File: config.mk
export PLATFORM = sky130hd
export DESIGN_NAME = program_loader
export DESIGN_NICKNAME = d
export VERILOG_FILES = /design/src/rtl/loader_pkg.sv /design/src/rtl/program_loader_assembler.sv /design/src/rtl/program_loader.sv
export SDC_FILE = /design/constraint.sdc
export NUM_CORES = 1
export LEC_CHECK = 0
export BUFFER_PORTS_ARGS = -buffer_cell sky130_fd_sc_hd__buf_2
export CAP_MARGIN = 10
export CORE_ASPECT_RATIO = 0.6
export CORE_MARGIN = 4
export CORE_UTILIZATION = 59
export CTS_CLUSTER_DIAMETER = 150
export DETAILED_ROUTE_END_ITERATION = 6
export GPL_TIMING_DRIVEN = 0
export MAX_ROUTING_LAYER = met4
export PLACE_DENSITY = 0.77
export SETUP_SLACK_MARGIN = 0.1
export SYNTH_ARGS = -nofsm -noshare
export SYNTH_HDL_FRONTEND = slang
export SYNTH_SLANG_ARGS = --single-unit
File: constraint.sdc
create_clock -name clock -period 2.6 [get_ports clock]
set_input_delay 0.39 -clock clock [delete_from_list [all_inputs] [get_ports clock]]
set_output_delay 0.39 -clock clock [all_outputs]
set_load 0.02 [all_outputs]
File: src/rtl/loader_pkg.sv
// Shared types and widths for the serial program loader.
// Frame: LEN_HI, LEN_LO, N big-endian words, then an XOR checksum byte.
package loader_pkg;

    localparam int WORD_WIDTH = 16;
    localparam int BYTE_WIDTH = 8;

    typedef enum logic [2:0] {
        LEN_HI,
        LEN_LO,
        DATA_HI,
        DATA_LO,
        CHECK,
        DONE,
        ERROR
    } state_t;

endpackage

File: src/rtl/program_loader_assembler.sv
// Pairs accepted bytes into big-endian words and keeps the running XOR of the frame.
// The word and its ready pulse are registered, so they serve directly as the ROM write port.
module byte_word_assembler
    import loader_pkg::*;
(
    input  logic                  clock,
    input  logic                  reset,
    input  logic                  clear,
    input  logic [BYTE_WIDTH-1:0] data,
    input  logic                  take,
    input  logic                  take_hi,
    input  logic                  take_lo,
    output logic [WORD_WIDTH-1:0] word,
    output logic                  word_ready,
    output logic [BYTE_WIDTH-1:0] checksum
);

    logic [BYTE_WIDTH-1:0] hi_reg;

    always_ff @(posedge clock or negedge reset) begin
        if (!reset) begin
            hi_reg     <= '0;
            word       <= '0;
            word_ready <= 1'b0;
            checksum   <= '0;
        end else begin
            word_ready <= take && take_lo;
            if (clear) begin
                checksum <= '0;
            end else if (take) begin
                checksum <= checksum ^ data;
                if (take_hi) begin
                    hi_reg <= data;
                end
                // word only changes on a low byte, so it holds between writes
                if (take_lo) begin
                    word <= {hi_reg, data};
                end
            end
        end
    end

endmodule

File: src/rtl/program_loader.sv
// Loads a checksummed instruction image into the ROM write port and holds
// the CPU in reset until the whole image has arrived and verified.
module program_loader
    import loader_pkg::*;
#(
    parameter int ADDR_WIDTH = 15,
    parameter int MAX_WORDS  = 32768
) (
    input  logic                  clock,
    input  logic                  reset,
    input  logic [BYTE_WIDTH-1:0] rx_data,
    input  logic                  rx_valid,
    output logic                  rx_ready,
    input  logic                  start,
    output logic                  rom_we,
    output logic [ADDR_WIDTH-1:0] rom_addr,
    output logic [WORD_WIDTH-1:0] rom_wdata,
    output logic                  cpu_reset,
    output logic                  done,
    output logic                  error
);

    state_t                  state_reg;
    logic [BYTE_WIDTH-1:0]   len_hi_reg;
    logic [WORD_WIDTH-1:0]   word_count_reg;
    logic [WORD_WIDTH-1:0]   index_reg;
    logic [WORD_WIDTH-1:0]   index_next;
    logic [WORD_WIDTH-1:0]   len_value;
    logic [BYTE_WIDTH-1:0]   checksum;
    logic                    accept;
    logic                    take;
    logic                    restart;

    assign accept     = rx_valid && rx_ready;
    assign take       = accept && (state_reg == LEN_HI || state_reg == LEN_LO ||
                                   state_reg == DATA_HI || state_reg == DATA_LO);
    assign restart    = start && (state_reg == DONE || state_reg == ERROR);
    assign index_next = index_reg + 16'd1;
    assign len_value  = {len_hi_reg, rx_data};

    byte_word_assembler u_assembler (
        .clock      (clock),
        .reset      (reset),
        .clear      (restart),
        .data       (rx_data),
        .take       (take),
        .take_hi    (state_reg == DATA_HI),
        .take_lo    (state_reg == DATA_LO),
        .word       (rom_wdata),
        .word_ready (rom_we),
        .checksum   (checksum)
    );

    always_ff @(posedge clock or negedge reset) begin
        if (!reset) begin
            state_reg      <= LEN_HI;
            len_hi_reg     <= '0;
            word_count_reg <= '0;
            index_reg      <= '0;
            rom_addr       <= '0;
            cpu_reset      <= 1'b1;
            done           <= 1'b0;
            error          <= 1'b0;
            rx_ready       <= 1'b1;
        end else begin
            case (state_reg)
                LEN_HI: if (accept) begin
                    len_hi_reg <= rx_data;
                    state_reg  <= LEN_LO;
                end
                LEN_LO: if (accept) begin
                    word_count_reg <= len_value;
                    if (len_value == '0) begin
                        state_reg <= CHECK;
                    end else if (int'(len_value) > MAX_WORDS) begin
                        // rejecting here also rules out any address wrap
                        state_reg <= ERROR;
                        error     <= 1'b1;
                        rx_ready  <= 1'b0;
                    end else begin
                        state_reg <= DATA_HI;
                    end
                end
                DATA_HI: if (accept) begin
                    state_reg <= DATA_LO;
                end
                DATA_LO: if (accept) begin
                    rom_addr  <= index_reg[ADDR_WIDTH-1:0];
                    index_reg <= index_next;
                    state_reg <= (index_next == word_count_reg) ? CHECK : DATA_HI;
                end
                CHECK: if (accept) begin
                    rx_ready <= 1'b0;
                    if (rx_data == checksum) begin
                        state_reg <= DONE;
                        done      <= 1'b1;
                        cpu_reset <= 1'b0;
                    end else begin
                        state_reg <= ERROR;
                        error     <= 1'b1;
                    end
                end
                DONE, ERROR: if (start) begin
                    state_reg <= LEN_HI;
                    done      <= 1'b0;
                    error     <= 1'b0;
                    cpu_reset <= 1'b1;
                    rx_ready  <= 1'b1;
                    index_reg <= '0;
                end
                default: state_reg <= LEN_HI;
            endcase
        end
    end

endmodule
==> Word level (Yosys, flattened, before mapping) <==
Index checks and enable logic that the tools add are counted.
{ "word_totals": {"out_inout_bits": 36, "elab_cells": 95, "inputBits": 12, "regBits": 95} }
{ "op_classes": {"n_bitwise": 2, "magnitude_cmp": 1, "eq_ne": 18, "muxes": 35, "n_reduce_logical": 25, "n_addsub": 1} }
{ "op_table": {"columns": ["cell", "n"], "rows": [
  ["2-to-1 mux 16 bit", 2],
  ["case mux 16 bit (2 select lines)", 1],
  ["2-to-1 mux 3 bit", 9],
  ["!= test 2 bit, second input constant", 9],
  ["case mux 3 bit (6 select lines)", 1],
  ["adder 16 x 1 -> 16 bit, second input constant", 1],
  ["== test 16 bit", 1],
  ["greater-than comparator 16 bit, second input constant", 1],
  ["zero test 16 bit", 1],
  ["2-to-1 mux 8 bit", 2],
  ["2-to-1 mux 1 bit", 15],
  ["AND reduction 6 bit", 2],
  ["== test 3 bit, second input constant", 3],
  ["AND reduction 3 bit", 3],
  ["== test 8 bit", 1],
  ["XOR 8 bit", 1],
  ["AND reduction 7 bit", 1],
  ["== test 3 x 2 -> 1 bit, second input constant", 2],
  ["case mux 1 bit (3 select lines)", 2],
  ["AND reduction 2 bit", 3],
  ["nonzero test 2 bit", 3],
  ["logical AND 1 bit", 4],
  ["logical OR 1 bit", 4],
  ["case mux 1 bit (2 select lines)", 2],
  ["other kinds (8)", 8]
]} }

==> Longest topological paths before layout <==
{ "depth": {"ltp_word": 7, "depth_mapped": 8, "depth_no_buf": 7} }

==> Cells and area by module <==
From an unflattened synthesis, not the netlist that was laid out.
{ "unflattened": {"hier_cells": 450, "hier_area_um2": 4785.8} }
{ "by_module_without_submodules": {"columns": ["module", "area_each_um2", "n_inst", "cells_per_inst", "seq_area_each_um2"], "rows": [
  ["program_loader", 3399.5, 1, 362, 1554.0],
  ["byte_word_assembler", 1386.3, 1, 88, 825.8]
]} }

==> Worst setup path after synthesis <==
Ideal clock, no wire load.
{ "synth_path": {"kind": "register to register", "startpoint": "register rx_ready", "endpoint": "register word_count_reg[7]", "stages_incl_launch_ff": 7, "setup_ns": 0.125, "slack_ns": 0.506, "required_ns": 2.475, "synth_period_minus_slack_ns": 2.094, "arrival_time_ns": 1.969, "path_cell_list": "dfstp_2 nand2_1 nor2_1 nand2_1 nor2_1 buf_2 mux2_2"} }
{ "synth_via": {"elab_chain_cells": 2} }
{ "synth_rtl": {"columns": ["element", "line_no", "rtl"], "rows": [
  ["from (decl)", "program_loader.sv:13", "output logic rx_ready,"],
  ["from (signal assigned)", "program_loader.sv:64", "rx_ready <= 1'b1;"],
  ["from (signal assigned)", "program_loader.sv:79", "rx_ready <= 1'b0;"],
  ["from (signal assigned)", "program_loader.sv:93", "rx_ready <= 1'b0;"],
  ["logical AND 1 bit", "program_loader.sv:34", "assign accept = rx_valid && rx_ready;"],
  ["AND reduction 2 bit (no line)", null, null],
  ["to (signal assigned)", "program_loader.sv:72", "word_count_reg <= len_value;"],
  ["to (decl)", "program_loader.sv:25", "logic [WORD_WIDTH-1:0] word_count_reg;"]
]} }
Every way passes these cells.
A chain may end at the register's enable or synchronous reset.

==> Worst setup path after layout <==
{ "layout_path": {"startpoint": "register index_reg[1]", "endpoint": "register state_reg[1]"} }
{ "layout_via": {"elab_chain_cells": 5} }
{ "layout_rtl": {"columns": ["element", "line_no", "rtl"], "rows": [
  ["from (decl)", "program_loader.sv:26", "logic [WORD_WIDTH-1:0] index_reg;"],
  ["from (signal assigned)", "program_loader.sv:89", "index_reg <= index_next;"],
  ["adder 16 x 1 -> 16 bit", "program_loader.sv:38", "assign index_next = index_reg + 16'd1;"],
  ["== test 16 bit", "program_loader.sv:90", "state_reg <= (index_next == word_count_reg) ? CHECK : DATA_HI;"],
  ["2-to-1 mux 3 bit", "program_loader.sv:90", null],
  ["2-to-1 mux 3 bit", "program_loader.sv:87", "DATA_LO: if (accept) begin"],
  ["case mux 3 bit (6 select lines)", "program_loader.sv:66", "case (state_reg)"],
  ["to (signal assigned)", "program_loader.sv:90", null],
  ["to (decl)", "program_loader.sv:23", "state_t state_reg;"]
]} }
Every way passes these cells. The select of a mux whose other input is x is not followed.

==> impl_summary.txt <==
----------------------------------------------------
[Status]
  Status ... finished clean

[Global routing]
  Global Route Usage Sum ... 26.7%
  Largest net degree at the start of global routing ... 58
  Total congestion overflow ... 0
  Global-route wire length before repair ... 19100 um
  Antenna violations before repair ... 0
  Vias in the first global route ... 3737

[Place]
  Post-place instance area ... 4990 sq um
  DPL Wire Length ... 7920 um
  Number of input and output port buffers inserted ... 47
  GP Congestion ... 0.900
  Pre-CTS setup slack ... 0.0565 ns

[Worst setup path]
  Worst path arrival time ... 2.58 ns
  Top fanout value on the critical path ... 7
  Critical Path Start Type ... flip-flop
  Worst r2r path cells ... 7
  Crit path required time ... 2.84 ns
  Setup crit end kind ... flip-flop
  Slack of the worst reg-to-reg path ... 0.27 ns
  Startpoint-to-endpoint class of the critical path ... reg2reg
  Startpoint of the most critical register-to-register path ... index_reg[1]$_DFFE_PN0P_
  Destination of the worst register-to-register timing path ... state_reg[1]$_DFFE_PN0P_

[Pwr]
  Cell leakage power ... 0.00270 uW
  Design internal power ... 2250 uW
  Pwr Total ... 2890 uW
  Power per cell area ... 545 nW/um^2
  Switching power ... 644 uW
  Sequential cell fraction of total power ... 51.1%
  Maximum resistive drop on vdd ... 0.380 mV
  Portion of total power attributed to combinational logic ... 2.7%
  Switching power as a share of total power ... 22.3%
  Clock share of power ... 46.2%

[Min path]
  Type of the most critical hold path ... in2async

[Timing]
  Transition at the pin with the smallest max-transition slack ... 0.602 ns
  Least setup slack across all paths after layout ... 0.266 ns
  Hold violation count in the final report ... 0
  Max-slew violations ... 0
  Period utilization ... 89.8%
  RSZ-0062 raised after global routing ... true
  Total of endpoints with negative setup slack in the final report ... 0
  Total negative slack ... 0 ns
  Post-layout minimum cycle time ... 2.33 ns
  Relative slew slack ... 59.9%
  Maximum frequency from static timing analysis ... 0.428 GHz
  Worst clock skew on the final layout ... 0.00874 ns

[Layout]
  Share of cells above drive strength 1 ... 22.5%
  Ant. Diodes ... 0
  Fill cells ... 569
  Layout-stage area growth over the synthesis result ... 15.4%
  NumNets Final ... 542
  Area of all placed cells without fillers ... 5310 sq um

[Logic synthesis]
  Mean instance size in the synthesized netlist ... 9.78 sq um
  Synthesized cell area ... 4600 sq um
  Sequential fraction of the synthesis area ... 51.8%
  Yosys warning count ... 0
  Post-synth cell types ... 51
  Library cell with the highest instance count after synthesis ... sky130_fd_sc_hd__nand2_1
  Number of storage elements in the synthesis netlist ... 95
  Number of flops mapped to enable cells by yosys ... 0
  Synthesized net count ... 483
  Leading cell types by total area after synthesis ... sky130_fd_sc_hd__dfrtp_1, sky130_fd_sc_hd__nand2_1, sky130_fd_sc_hd__mux2_2, sky130_fd_sc_hd__xor2_1, sky130_fd_sc_hd__xnor2_1
  Largest area contributor in the netlist ... sky130_fd_sc_hd__dfrtp_1
  Primary FF master, synth ... sky130_fd_sc_hd__dfrtp_1
  Syn Inst Count ... 470
  Share of flip-flops with an asynchronous set or reset ... 100%
  Area fraction of the dominant cell type after synthesis ... 50.6%
  Most used standard cells in the synthesized netlist ... sky130_fd_sc_hd__nand2_1, sky130_fd_sc_hd__dfrtp_1, sky130_fd_sc_hd__mux2_2

[Clock network]
  CTS sink count ... 95
  Master cell of the clock root buffer ... sky130_fd_sc_hd__clkbuf_16
  Max H-tree Level ... 3
  Clock tree from TritonCTS ... yes
  Clock Path Buffers ... 2
  Clock transition at the registers of the reported paths ... 0.07 ns
  Hold Buf Count CTS ... 0
  Worst-skew pair later-pin latency ... 0.36 ns
  Total CTS buffers ... 9

[Floorplanning]
  Initial core utilization ... 62.0%
  Core region area ... 7420 sq um
  Count of pins on the block boundary ... 48
  Standard-cell row count ... 24
  Die Outline Area ... 9310 sq um
  Width of the die ... 122 um
  Die span in y ... 76.4 um

[Detailed routing]
  Final wirelength ... 11100 um
  Vias per inst ... 5.83
  Number of search-and-repair iterations in the first detailed-routing pass ... 5
  1st-iter DRT viols ... 422
  DRC ... 0
  Total vias in the final route ... 3719
  Routed wire per std cell ... 17.5 um
  Remaining antenna violation count after routing ... 0

[Run]
  Number of maximum-capacitance constraint violations ... 0

----------------------------------------------------
==> power groups by stage <==
stage	Clock [uW]	Sequential [uW]	Combinational, uW
after detailed placement	0	1510	79.2
final	1340	1480	78.3
after global routing	1430	1480	87.8
after floorplan	0	1510	15.5
after CTS	1340	1480	79.3
after global placement	0	1510	72.6
==> cell families (layout without fill, tap and decap cells) <==
family	Yosys count	count (layout)	synth area share, %
AND/OR/NAND/NOR	205	205	20.8
flip-flops	95	95	51.8
AO/OA/AOI/OAI	68	68	9.20
XOR/XNOR	38	38	7.24
multiplexers	33	33	8.08
buffers and inverters	30	94	2.64
adder cells (fa/ha/maj)	1	1	0.272
==> area by class of cell <==
type                            instances  area (sq um)  area share [%]
Buffer                                 26           108            2.03
Clock buffer                           10           229            4.32
Clock inverter                          6          70.1            1.32
Inverter                                4          17.5           0.330
Multi-Input combinational cell        345          2110            39.7
Sequential cell                        95          2380            44.9
Tap cell                              104           130            2.45
Timing Repair Buffer                   48           265            5.00
==> how the worst max path moves through the flow <==
stage / startpoint / cells past startpoint / to / slack [ns]
finish: index_reg[1]$_DFFE_PN0P_ / 7 / state_reg[1]$_DFFE_PN0P_ / 0.27
global route: index_reg[1]$_DFFE_PN0P_ / 7 / state_reg[1]$_DFFE_PN0P_ / 0.10
CTS: state_reg[2]$_DFFE_PN0P_ / 8 / index_reg[11]$_DFFE_PN0P_ / 0.10
detailed placement: rx_valid / 9 / index_reg[11]$_DFFE_PN0P_ / 0.06
global placement: rx_valid / 9 / index_reg[11]$_DFFE_PN0P_ / 0.08
floorplan: rx_ready$_DFFE_PN1P_ / 6 / word_count_reg[7]$_DFFE_PN0P_ / 0.51
==> per-stage QoR <==
step / cells / hold slack (ns) / utilization (%)
after global routing: 638 / 0.0515 / 71.5
after floorplan: 470 / 0.0944 / -
after detailed placement: 622 / 0.403 / 67.3
after CTS: 638 / 0.0343 / 71.3
after global placement: 621 / 0.446 / 66.9
final: 638 / 0.0121 / 71.5
==> critical path, stage by stage, from the launching register on <==
cell and delay (ns):
sky130_fd_sc_hd__dfrtp_1 0.46, sky130_fd_sc_hd__ha_2 0.30, sky130_fd_sc_hd__nand3_2 0.21, sky130_fd_sc_hd__nor4_4 0.36
sky130_fd_sc_hd__nor3b_1 0.12, sky130_fd_sc_hd__a2111oi_2 0.28, sky130_fd_sc_hd__o2111ai_1 0.25, sky130_fd_sc_hd__o21ba_1 0.23
==> layer usage <==
layer  GRT usage [%]  part of all wire, %  vias up
met3            8.83                  8.3       20
li1                -                    -     1723
met4            6.71                  1.4        0
met1            37.4                   46     1822
met2            37.8                   45      154
met5               -                    0        -
==> cells in the final DEF, fill, tap and decap left out, types with 2 or more instances in the layout <==
| master | Yosys | routed |
|---|---|---|
| sky130_fd_sc_hd__clkbuf_1 | 19 | 19 |
| sky130_fd_sc_hd__clkinvlp_4 | 0 | 3 |
| sky130_fd_sc_hd__inv_1 | 3 | 3 |
| sky130_fd_sc_hd__mux2_2 | 33 | 33 |
| sky130_fd_sc_hd__nor2b_1 | 2 | 2 |
| sky130_fd_sc_hd__and3_1 | 4 | 4 |
| sky130_fd_sc_hd__nor3b_1 | 2 | 2 |
| sky130_fd_sc_hd__a31oi_1 | 3 | 3 |
| sky130_fd_sc_hd__nor2_1 | 26 | 25 |
| sky130_fd_sc_hd__xnor2_1 | 18 | 18 |
| sky130_fd_sc_hd__o31ai_1 | 6 | 6 |
| sky130_fd_sc_hd__nand2_1 | 125 | 125 |
| sky130_fd_sc_hd__nand2b_1 | 3 | 3 |
| sky130_fd_sc_hd__nand4_1 | 8 | 8 |
| sky130_fd_sc_hd__o21ai_0 | 29 | 29 |
| sky130_fd_sc_hd__o22ai_1 | 3 | 3 |
| sky130_fd_sc_hd__o211ai_1 | 2 | 2 |
| sky130_fd_sc_hd__a21oi_1 | 10 | 10 |
| sky130_fd_sc_hd__xor2_1 | 20 | 20 |
| sky130_fd_sc_hd__nor3_1 | 4 | 4 |
| sky130_fd_sc_hd__nand3_1 | 12 | 11 |
| sky130_fd_sc_hd__nor4_2 | 2 | 2 |
| sky130_fd_sc_hd__clkbuf_16 | 0 | 9 |
| sky130_fd_sc_hd__buf_2 | 7 | 53 |
| sky130_fd_sc_hd__a21o_1 | 2 | 2 |
| sky130_fd_sc_hd__and2_1 | 2 | 2 |
| sky130_fd_sc_hd__dfstp_2 | 2 | 2 |
| sky130_fd_sc_hd__nor4_1 | 6 | 6 |
| sky130_fd_sc_hd__nand3_2 | 1 | 2 |
| sky130_fd_sc_hd__dfrtp_1 | 93 | 92 |
==> repair_timing <==
item                       CTS  global route
setup buffers                0             0
setup endpoints to repair    0            25
resized for setup            0             7
Note: power is estimated with default switching activity, not from simulation.
